==> config.mk <==
export PLATFORM = sky130hd
export DESIGN_NAME = addsub_serial_ctrl
export DESIGN_NICKNAME = d
export VERILOG_FILES = /design/src/rtl/addsub_serial_ctrl.sv
export SDC_FILE = /design/constraint.sdc
export NUM_CORES = 1
export LEC_CHECK = 0
export BUFFER_PORTS_ARGS = -buffer_cell sky130_fd_sc_hd__buf_4
export CORE_MARGIN = 5
export CORE_UTILIZATION = 50
export CTS_CLUSTER_DIAMETER = 150
export CTS_CLUSTER_SIZE = 16
export DETAILED_ROUTE_END_ITERATION = 12
export GPL_TIMING_DRIVEN = 0
export PLACE_DENSITY = 0.72
export SLEW_MARGIN = 0
export SYNTH_ARGS = -nofsm -noshare
export SYNTH_HDL_FRONTEND = slang
export SYNTH_SLANG_ARGS = --single-unit
==> constraint.sdc <==
create_clock -name clk -period 3.4 [get_ports clk]
set_input_delay 0.68 -clock clk [delete_from_list [all_inputs] [get_ports clk]]
set_output_delay 0.68 -clock clk [all_outputs]
set_load 0.1 [all_outputs]
==> src/rtl/addsub_serial_ctrl.sv <==
// Bit-serial WIDTH-bit unsigned add/subtract: one bit per cycle, LSB first,
// with operand latching and a start/busy/done handshake.
module addsub_serial_ctrl #(
    parameter int WIDTH = 8
) (
    input  logic             clk,
    input  logic             rst,
    input  logic             start,
    input  logic             mode,
    input  logic [WIDTH-1:0] A,
    input  logic [WIDTH-1:0] B,
    output logic             busy,
    output logic             done,
    output logic [WIDTH-1:0] SumDiff,
    output logic             CarryBorrow
);
    localparam int             IW   = (WIDTH > 1) ? $clog2(WIDTH) : 1;
    localparam logic [IW-1:0]  LAST = IW'(WIDTH - 1);

    typedef enum logic [1:0] {IDLE, RUN, DONE} state_t;

    state_t           r_state;
    logic [WIDTH-1:0] r_a, r_b, r_work;
    logic             r_mode, r_c;
    logic [IW-1:0]    r_idx;

    logic             w_a, w_b, w_bit, w_c_nxt;
    logic [WIDTH-1:0] w_work_nxt;

    // One-bit add/subtract cell; c is carry for add, borrow for subtract.
    always_comb begin
        w_a   = r_a[r_idx];
        w_b   = r_b[r_idx];
        w_bit = w_a ^ w_b ^ r_c;
        if (r_mode) w_c_nxt = (~w_a & w_b) | (r_c & ~(w_a ^ w_b));
        else        w_c_nxt = (w_a & w_b) | (r_c & (w_a ^ w_b));
        w_work_nxt        = r_work;
        w_work_nxt[r_idx] = w_bit;
    end

    always_ff @(posedge clk) begin
        if (rst) begin
            r_state     <= IDLE;
            r_a         <= '0;
            r_b         <= '0;
            r_work      <= '0;
            r_mode      <= 1'b0;
            r_c         <= 1'b0;
            r_idx       <= '0;
            busy        <= 1'b0;
            done        <= 1'b0;
            SumDiff     <= '0;
            CarryBorrow <= 1'b0;
        end else begin
            case (r_state)
                IDLE: begin
                    if (start) begin
                        r_a     <= A;
                        r_b     <= B;
                        r_mode  <= mode;
                        r_c     <= 1'b0;
                        r_idx   <= '0;
                        r_work  <= '0;
                        busy    <= 1'b1;
                        r_state <= RUN;
                    end
                end
                RUN: begin
                    r_work <= w_work_nxt;
                    r_c    <= w_c_nxt;
                    r_idx  <= r_idx + 1'b1;
                    // Final bit: publish straight from the cell so the result
                    // lands on the same edge the last bit is computed.
                    if (r_idx == LAST) begin
                        SumDiff     <= w_work_nxt;
                        CarryBorrow <= w_c_nxt;
                        r_idx       <= '0;
                        busy        <= 1'b0;
                        done        <= 1'b1;
                        r_state     <= DONE;
                    end
                end
                DONE: begin
                    done    <= 1'b0;
                    r_state <= IDLE;
                end
                default: r_state <= IDLE;
            endcase
        end
    end
endmodule

# Word-level counts from Yosys, hierarchy flattened
# Cells that the tools add are included.
# op_classes
eq_ne	5
muxes	23
reduce_logical	10
magnitude_cmp	2
n_addsub	1
bitwise	10
# ops
op	count
one-hot mux 8 bit (2 select lines)	1
AND reduction 2 bit	5
bitwise mux 8 bit	1
2-to-1 mux 1 bit	8
2-to-1 mux 8 bit	1
binary-select mux 1 bit (select 3 bit)	2
2-to-1 mux 3 bit	2
one-hot mux 1 bit (2 select lines)	3
one-hot mux 3 bit (2 select lines)	1
AND 1 bit	4
< comparator 3 x 4 -> 1 bit (second input constant)	1
2-to-1 mux 2 bit	2
!= test 2 bit (second input constant)	2
one-hot mux 2 bit (2 select lines)	1
nonzero test 2 bit	2
adder 3 x 1 -> 3 bit (second input constant)	1
demux 1 bit (select 3 bit)	1
equality test 3 bit (second input constant)	1
greater-or-equal comparator 3 x 1 -> 1 bit (second input constant)	1
AND reduction 3 bit	1
equality test 2 x 1 -> 1 bit (second input constant)	1
equality test 2 bit (second input constant)	1
logical NOT 2 bit	1
NOT 1 bit	2
3 further kinds	5
# word_totals
out_inout_bits	11
ff_bits	42

# Logic depth before layout (Yosys ltp)
# Gate-level depths: netlist (run 1).
# depth
ltp_word	8
depth_mapped	9

# Least setup slack after synthesis (run 1)
# No wires, ideal clock.
# synth_path
path_kind	register -> register
from	register r_idx[1]
to	register r_work[7]
path_slack_ns	1.010
path_stages_with_launch	8
arrival_time_ns	2.273
synth_period_minus_slack_ns	2.390
setup_ns	0.117
cell_sequence	dfxtp_1 > mux4_1 > mux2_2 > fa_1 > buf_2 > inv_1 > nor2_8 > a22o_1
# synth_via
elab_chain_cells	6
word_cells_on_any_way	13
# synth_lines
item	line_no	rtl
start: declaration	25	logic [IW-1:0] r_idx;
start signal: assignment	71	r_idx <= r_idx + 1'b1;
< comparator 3 x 4 -> 1 bit (not written as such), or another cell as far along	38	w_work_nxt[r_idx] = w_bit;
logical AND 1 bit (not written as such), or another cell as far along	38	
2-to-1 mux 1 bit (not written as such) / bitwise XOR 1 bit (equally long branches)	38, 34	
demux 1 bit (select 3 bit) / bitwise XOR 1 bit (equally long branches)	38, 34	
bitwise mux 8 bit (*)	38	
one-hot mux 8 bit (2 select lines) (*)	55	case (r_state)
end signal: assignment	69	r_work <= w_work_nxt;
end: declaration	23	logic [WIDTH-1:0] r_a, r_b, r_work;
# Every way passes the cells marked *; elsewhere a longest branch is shown, timed or not. The select of a mux whose other input is x is not followed.
# A chain may end at the register's enable or synchronous reset.

# Worst setup path in the final report (run 1)
# layout_path
from	register r_idx[1]
to	register r_work[1]
# The elaborated chain is that of the path after synthesis.

==> results of run 1 <==
worst max-delay path by stage:
stage / endpoint / depth (start not counted) / start
2_1_floorplan: r_work[7] / 7 / r_idx[1]
3_3_place_gp: r_work[1] / 7 / r_idx[1]
3_5_place_dp: r_work[1] / 7 / r_idx[1]
4_1_cts: r_work[1] / 7 / r_idx[1]
5_1_grt: r_work[1] / 7 / r_idx[1]
6_report: r_work[1] / 7 / r_idx[1]
Yosys cell counts (2+ instances only):
library cell and instances:
and3b_1 4, a211oi_1 9, nor2b_1 5, or3b_1 2
nor2_1 13, mux2i_1 12, nand2_1 36, inv_1 3
ha_1 2, buf_6 5, a22o_1 8, mux2_2 2
nor3b_2 2, fa_1 2, a22oi_1 2, buf_1 3
a21oi_1 19, o22ai_1 7, o21ai_0 3, nand2b_1 2
dfxtp_1 42, buf_2 8, mux4_2 2, nor3b_4 2
cells in the final DEF (no fill, tap or decap), drive strengths merged:
cell / count
mux2i: 12
nor2b: 5
o21a: 1
nor3b: 5
or3b: 2
o21ba: 1
and3b: 4
a211oi: 9
mux4: 3
a22o: 8
and3: 1
nand2: 36
mux2: 2
inv: 3
fa: 2
buf: 47
a21oi: 20
dfxtp: 42
nor3: 2
nor2: 14
o21bai: 1
o22ai: 8
clkbuf: 7
nand2b: 2
ha: 2
o21ai: 3
clkinv: 1
a22oi: 2
metrics by stage:
step | worst slack (ps) | util (%) | area [µm²] | power (mW) | hold WS (ps)
2_1_floorplan | 1010 | - | 1996 | 0.6136 | 431.5
3_3_place_gp | 778.7 | 57.92 | 2283 | 0.6519 | 439.4
3_5_place_dp | 711.6 | 57.92 | 2283 | 0.6565 | 445.3
4_1_cts | 695.3 | 60.23 | 2375 | 0.9822 | 456.2
5_1_grt | 627.0 | 60.23 | 2375 | 1.024 | 486.2
6_report | 741.0 | 60.23 | 2375 | 0.9756 | 460.0
metal layers:
layer  vias to the layer above  global-route usage, %  share of wire [%]
met4                         0                  6.557                1.6
met3                         7                  4.270                3.4
li1                        804                      -                  -
met2                        22                  28.40                 47
met1                       725                  21.90                 48
met5                         -                      0                  0
critical path, cell delays in order, from the launching register on:
cell and delay [ps]:
dfxtp_1 510, mux4_1 600, mux2_2 320, fa_1 510, buf_2 200, inv_1 130
nor2_8 180, a22o_1 150
area by class of cell:
| type | count | area, µm² | area share, % |
|---|---|---|---|
| Buffer | 17 | 115.1 | 4.847 |
| Inverter | 3 | 11.26 | 0.4742 |
| Tap cell | 50 | 62.56 | 2.634 |
| Sequential cell | 42 | 840.8 | 35.41 |
| Clock buffer | 7 | 86.33 | 3.635 |
| Clock inverter | 1 | 5.005 | 0.2107 |
| Multi-Input combinational cell | 145 | 1028 | 43.31 |
| Timing Repair Buffer | 30 | 225.2 | 9.484 |
kinds of logic after synthesis:
family          after synthesis
simple gates                 71
fa+ha+maj                     4
compound gates               53
mux                          17
buf+inv                      20
flops                        42
flip-flops by register name, summed over array words and instances (netlist names), 2 cells and up:
name,cells
r_idx,3
SumDiff,8
r_work,8
r_a,8
r_state,2
r_b,8
report_power, final:
group / total [mW] / switching [mW] / internal, mW
combinational: 0.127 / 0.0707 / 0.0567
sequential: 0.516 / 0.00924 / 0.507
clock: 0.332 / 0.168 / 0.164
total: 0.976 / 0.248 / 0.727
==> results.cfg, run 1 <==
[setup_path]
reg2regPathDepth = 7
r2r-end = r_work[1]
start_kind = flip-flop
worst-setup-path-type = flip-flop to flip-flop
r2r_slack_ps = 740
crit_fanout = 9
cp.arrival_ps = 2890
cp.required_ps = 3640
end_kind = flip-flop
r2r-start = r_idx[1]

[die]
coreArea_um2 = 3943
die_w_um = 73.18
io_pins = 31
rows = 23
die_y_um = 73.18
die-area_um2 = 5355
start_util_pct = 50.62

[place]
portBuffers = 30
numPlacedInstances = 287
dp_hpwl_um = 3105
routabilityCongestion = 0.7616

[logic_synthesis]
synthCells = 207
synth_area_leader_cell = dfxtp_1
synth-xor-area-share_pct = 0
synth_mux_area_share_pct = 10.72
yosys.area_share.simple_pct = 19.87
synth.avg_cell_area_um2 = 9.641
async_flop_share_pct = 0
synth_flop_cell = dfxtp_1
synth_compound_area_share_pct = 17.68
ys_ff_latch = 42
synth_enable_flop_cells = 0
synth.area.top_cells = dfxtp_1 (42%), nand2_1 (6.8%), mux2i_1 (6.0%)
synth_fa_ha_area_share_pct = 3.260
synth_top_family_by_area = simple AND/OR/NAND/NOR gates
yosysWarnings = 0
synth_nets = 231
ys_types = 36
syn_area_um2 = 1996
yosysTopAreaCellShare_pct = 42.13
ys_seq_area_share_pct = 42.13

[clocking]
post_cts.repair.setup_buffers = 0
cts_resized = 0
cts_tree = yes
ctsHoldBuffers = 0
htreeDepth = 2
cts.path.max_buffers = 2
numCtsBuffers = 5
root_buffer = clkbuf_8
clkTransAtPathRegs_ps = 80
clk_latency_ps = 290
cts_sinks = 42

[worst_hold_path]
min_path_type = flip-flop to flip-flop
worst_hold_path.num_cells = 2
hp-start = r_b[2]
whs_endpoint = r_b[2]

[global_route]
grt-ovfl-total = 0
grt_max_degree = 13
grt_pass1_wl_um = 7107
grt_pass1_vias = 1499
antenna_found_initial = 0
grtUsageTotal_pct = 17.34

[sta]
maxSlewViolCount = 0
slew_headroom_pct = 62.89
fin_setup_tns_ps = 0
finClkSkew_ps = 3.884
max_freq_mhz = 376.1
setup_viol = 0
fin_crit_sh_pct = 78.21
period_minus_slack_ps = 2659
rsz0062_at_grt = no
worst_pin_slew_ps = 556.7
finalHoldViolCount = 0

[finish]
fin_nets = 268
layout.cells.non_filler = 295
fillCellCount = 379
antenna_cells = 0
drive_above_1_share_pct = 26.53
areaGrowthSynthToFinish_pct = 19.00

[pwr]
p_leak_nw = 0.9496
power.density_nw_per_um2 = 410.8
vdd_ir_drop_max_v = 0.0003070

[drt]
drc = 0
ant_nets = 0
wire_per_inst_um = 14.70
wirelength_um = 4337
via_count = 1558
drt_first_pass_iters = 4
initialDrtViolationCount = 105
vias_per_cell = 5.281

[outcome]
status = finished, final reports clean

[flow_run]
cap_violations = 0
Power figures use the tool's default switching activity.
==> run 2: changes to the inputs <==
==> constraint.sdc (replaced) <==
create_clock -name clk -period 2.6 [get_ports clk]
set_input_delay 0.52 -clock clk [delete_from_list [all_inputs] [get_ports clk]]
set_output_delay 0.52 -clock clk [all_outputs]
set_load 0.1 [all_outputs]
==> run 2 against run 1 <==
Total power rose by 31%. Register-to-register slack got worse by 640 ps. Clock-buffer cell count did not move. Sequential power rose by 31%.
==> results.cfg, run 2 (synthesized netlist as in run 1, its figures left out) <==
[global_route]
grt_pass1_wl_um = 7134
grt_pass1_vias = 1516
grtUsageTotal_pct = 17.37
grt_max_degree = 13
grt-ovfl-total = 0
antenna_found_initial = 0

[sta]
setup_viol = 0
finalHoldViolCount = 0
rsz0062_at_grt = no
finClkSkew_ps = 4.533
slew_headroom_pct = 63.08
max_freq_mhz = 400.5
setup_ws_ps = 102.8
fin_crit_sh_pct = 96.04
maxSlewViolCount = 0
period_minus_slack_ps = 2497
worst_pin_slew_ps = 553.8

[pwr]
power.switching_uw = 323.2
p_total_mw = 1.275
vdd_ir_drop_max_v = 0.0003997
power.density_nw_per_um2 = 535.2
pwr-share-comb_pct = 13.2
p_leak_nw = 0.9508
seqPwrFrac_pct = 52.9
internal_power_uw = 951.8
swShare_pct = 25.35
pwr-share-clk_pct = 33.9

[clocking]
cts_sinks = 42
cts_resized = 2
clkTransAtPathRegs_ps = 80
cts_tree = yes
post_cts.repair.setup_buffers = 0
htreeDepth = 2
numCtsBuffers = 5
clk_latency_ps = 290
root_buffer = clkbuf_8
cts.path.max_buffers = 2
ctsHoldBuffers = 0

[worst_hold_path]
worst_hold_path.num_cells = 2
hp-start = r_b[7]
min_path_type = flip-flop to flip-flop
whs_endpoint = r_b[7]

[drt]
drc = 0
ant_nets = 0
vias_per_cell = 5.319
initialDrtViolationCount = 92
wire_per_inst_um = 14.76
drt_first_pass_iters = 4
wirelength_um = 4354
via_count = 1569

[setup_path]
worst-setup-path-type = flip-flop to flip-flop
r2r-start = r_idx[1]
r2r_slack_ps = 100
crit_fanout = 9
cp.required_ps = 2790
reg2regPathDepth = 7
end_kind = flip-flop
start_kind = flip-flop
cp.arrival_ps = 2690
r2r-end = r_work[7]

[die]
io_pins = 31
coreArea_um2 = 3943
die_w_um = 73.18
start_util_pct = 50.62
die_y_um = 73.18
rows = 23
die-area_um2 = 5355

[finish]
fin_nets = 268
areaGrowthSynthToFinish_pct = 19.37
drive_above_1_share_pct = 27.35
antenna_cells = 0
fillCellCount = 382
layout.cells.non_filler = 295
fin_util_pct = 60.43
layout_common_cells = dfxtp_1 (40), nand2_1 (36), buf_4 (31), a21oi_1 (19), nor2_1 (13)
final_common_cell = dfxtp_1

[place]
numPlacedInstances = 287
portBuffers = 30
place_ws_ps = -88.44
dp_hpwl_um = 3105
routabilityCongestion = 0.7616

[outcome]
status = finished, final reports clean

[flow_run]
cap_violations = 0
## run 2: cell types whose count changed in the layout (fill, tap and decap cells not counted), sizes merged
cell | before | now
clkbuf | 7 | 8
buf | 47 | 46
## run 2: worst max path at each step
stage / start / to / slack, ps
2_1_floorplan: r_idx[1] / r_work[7] / 210
3_3_place_gp: r_idx[1] / r_work[1] / -20
3_5_place_dp: r_idx[1] / r_work[1] / -90
4_1_cts: r_idx[1] / r_work[1] / 10
5_1_grt: r_idx[1] / r_work[1] / 10
6_report: r_idx[1] / r_work[7] / 100
## run 2: layout make-up
type	instances	area [µm²]	share of cell area, %
plain buffers	17	117.6	4.937
clock buffers	7	86.33	3.624
clock inverters	1	5.005	0.2101
inverters	3	11.26	0.4727
multi-input cells	145	1028	43.17
flip-flops and latches	42	845.8	35.50
well taps	50	62.56	2.626
repair buffers	30	225.2	9.454
## run 2: through the flow
stage	cell area (µm²)	TNS, ps	hold WS, ps
6_report	2382	0	458.3
5_1_grt	2382	0	469.9
3_3_place_gp	2283	-103.1	439.4
2_1_floorplan	1996	0	431.5
3_5_place_dp	2283	-668.5	445.3
4_1_cts	2377	0	456.2
## run 2: critical path, cell delays in order, from the launching register on
cell	delay (ps)
dfxtp_4	410
mux4_1	560
mux2_2	320
fa_1	470
clkbuf_4	200
inv_1	150
nor2_8	70
a22o_1	220
## run 2: power by group through the flow
stage                     Clock [mW]  Combinational, mW  Sequential (mW)
after detailed placement           0              0.168            0.690
after global routing           0.475              0.185            0.677
after global placement             0              0.164            0.689
after floorplan                    0              0.108            0.695
final                          0.433              0.168            0.674
after CTS                      0.441              0.168            0.675
## run 2: routing by layer
metal	global-route usage [%]	wire length (µm)	share of wire, %	vias up
met4	7.377	97	2.2	0
met3	4.270	163	3.7	9
met1	21.73	2025	47	727
li1	-	-	-	804
met2	28.30	2068	47	29
met5	0	0	0	-
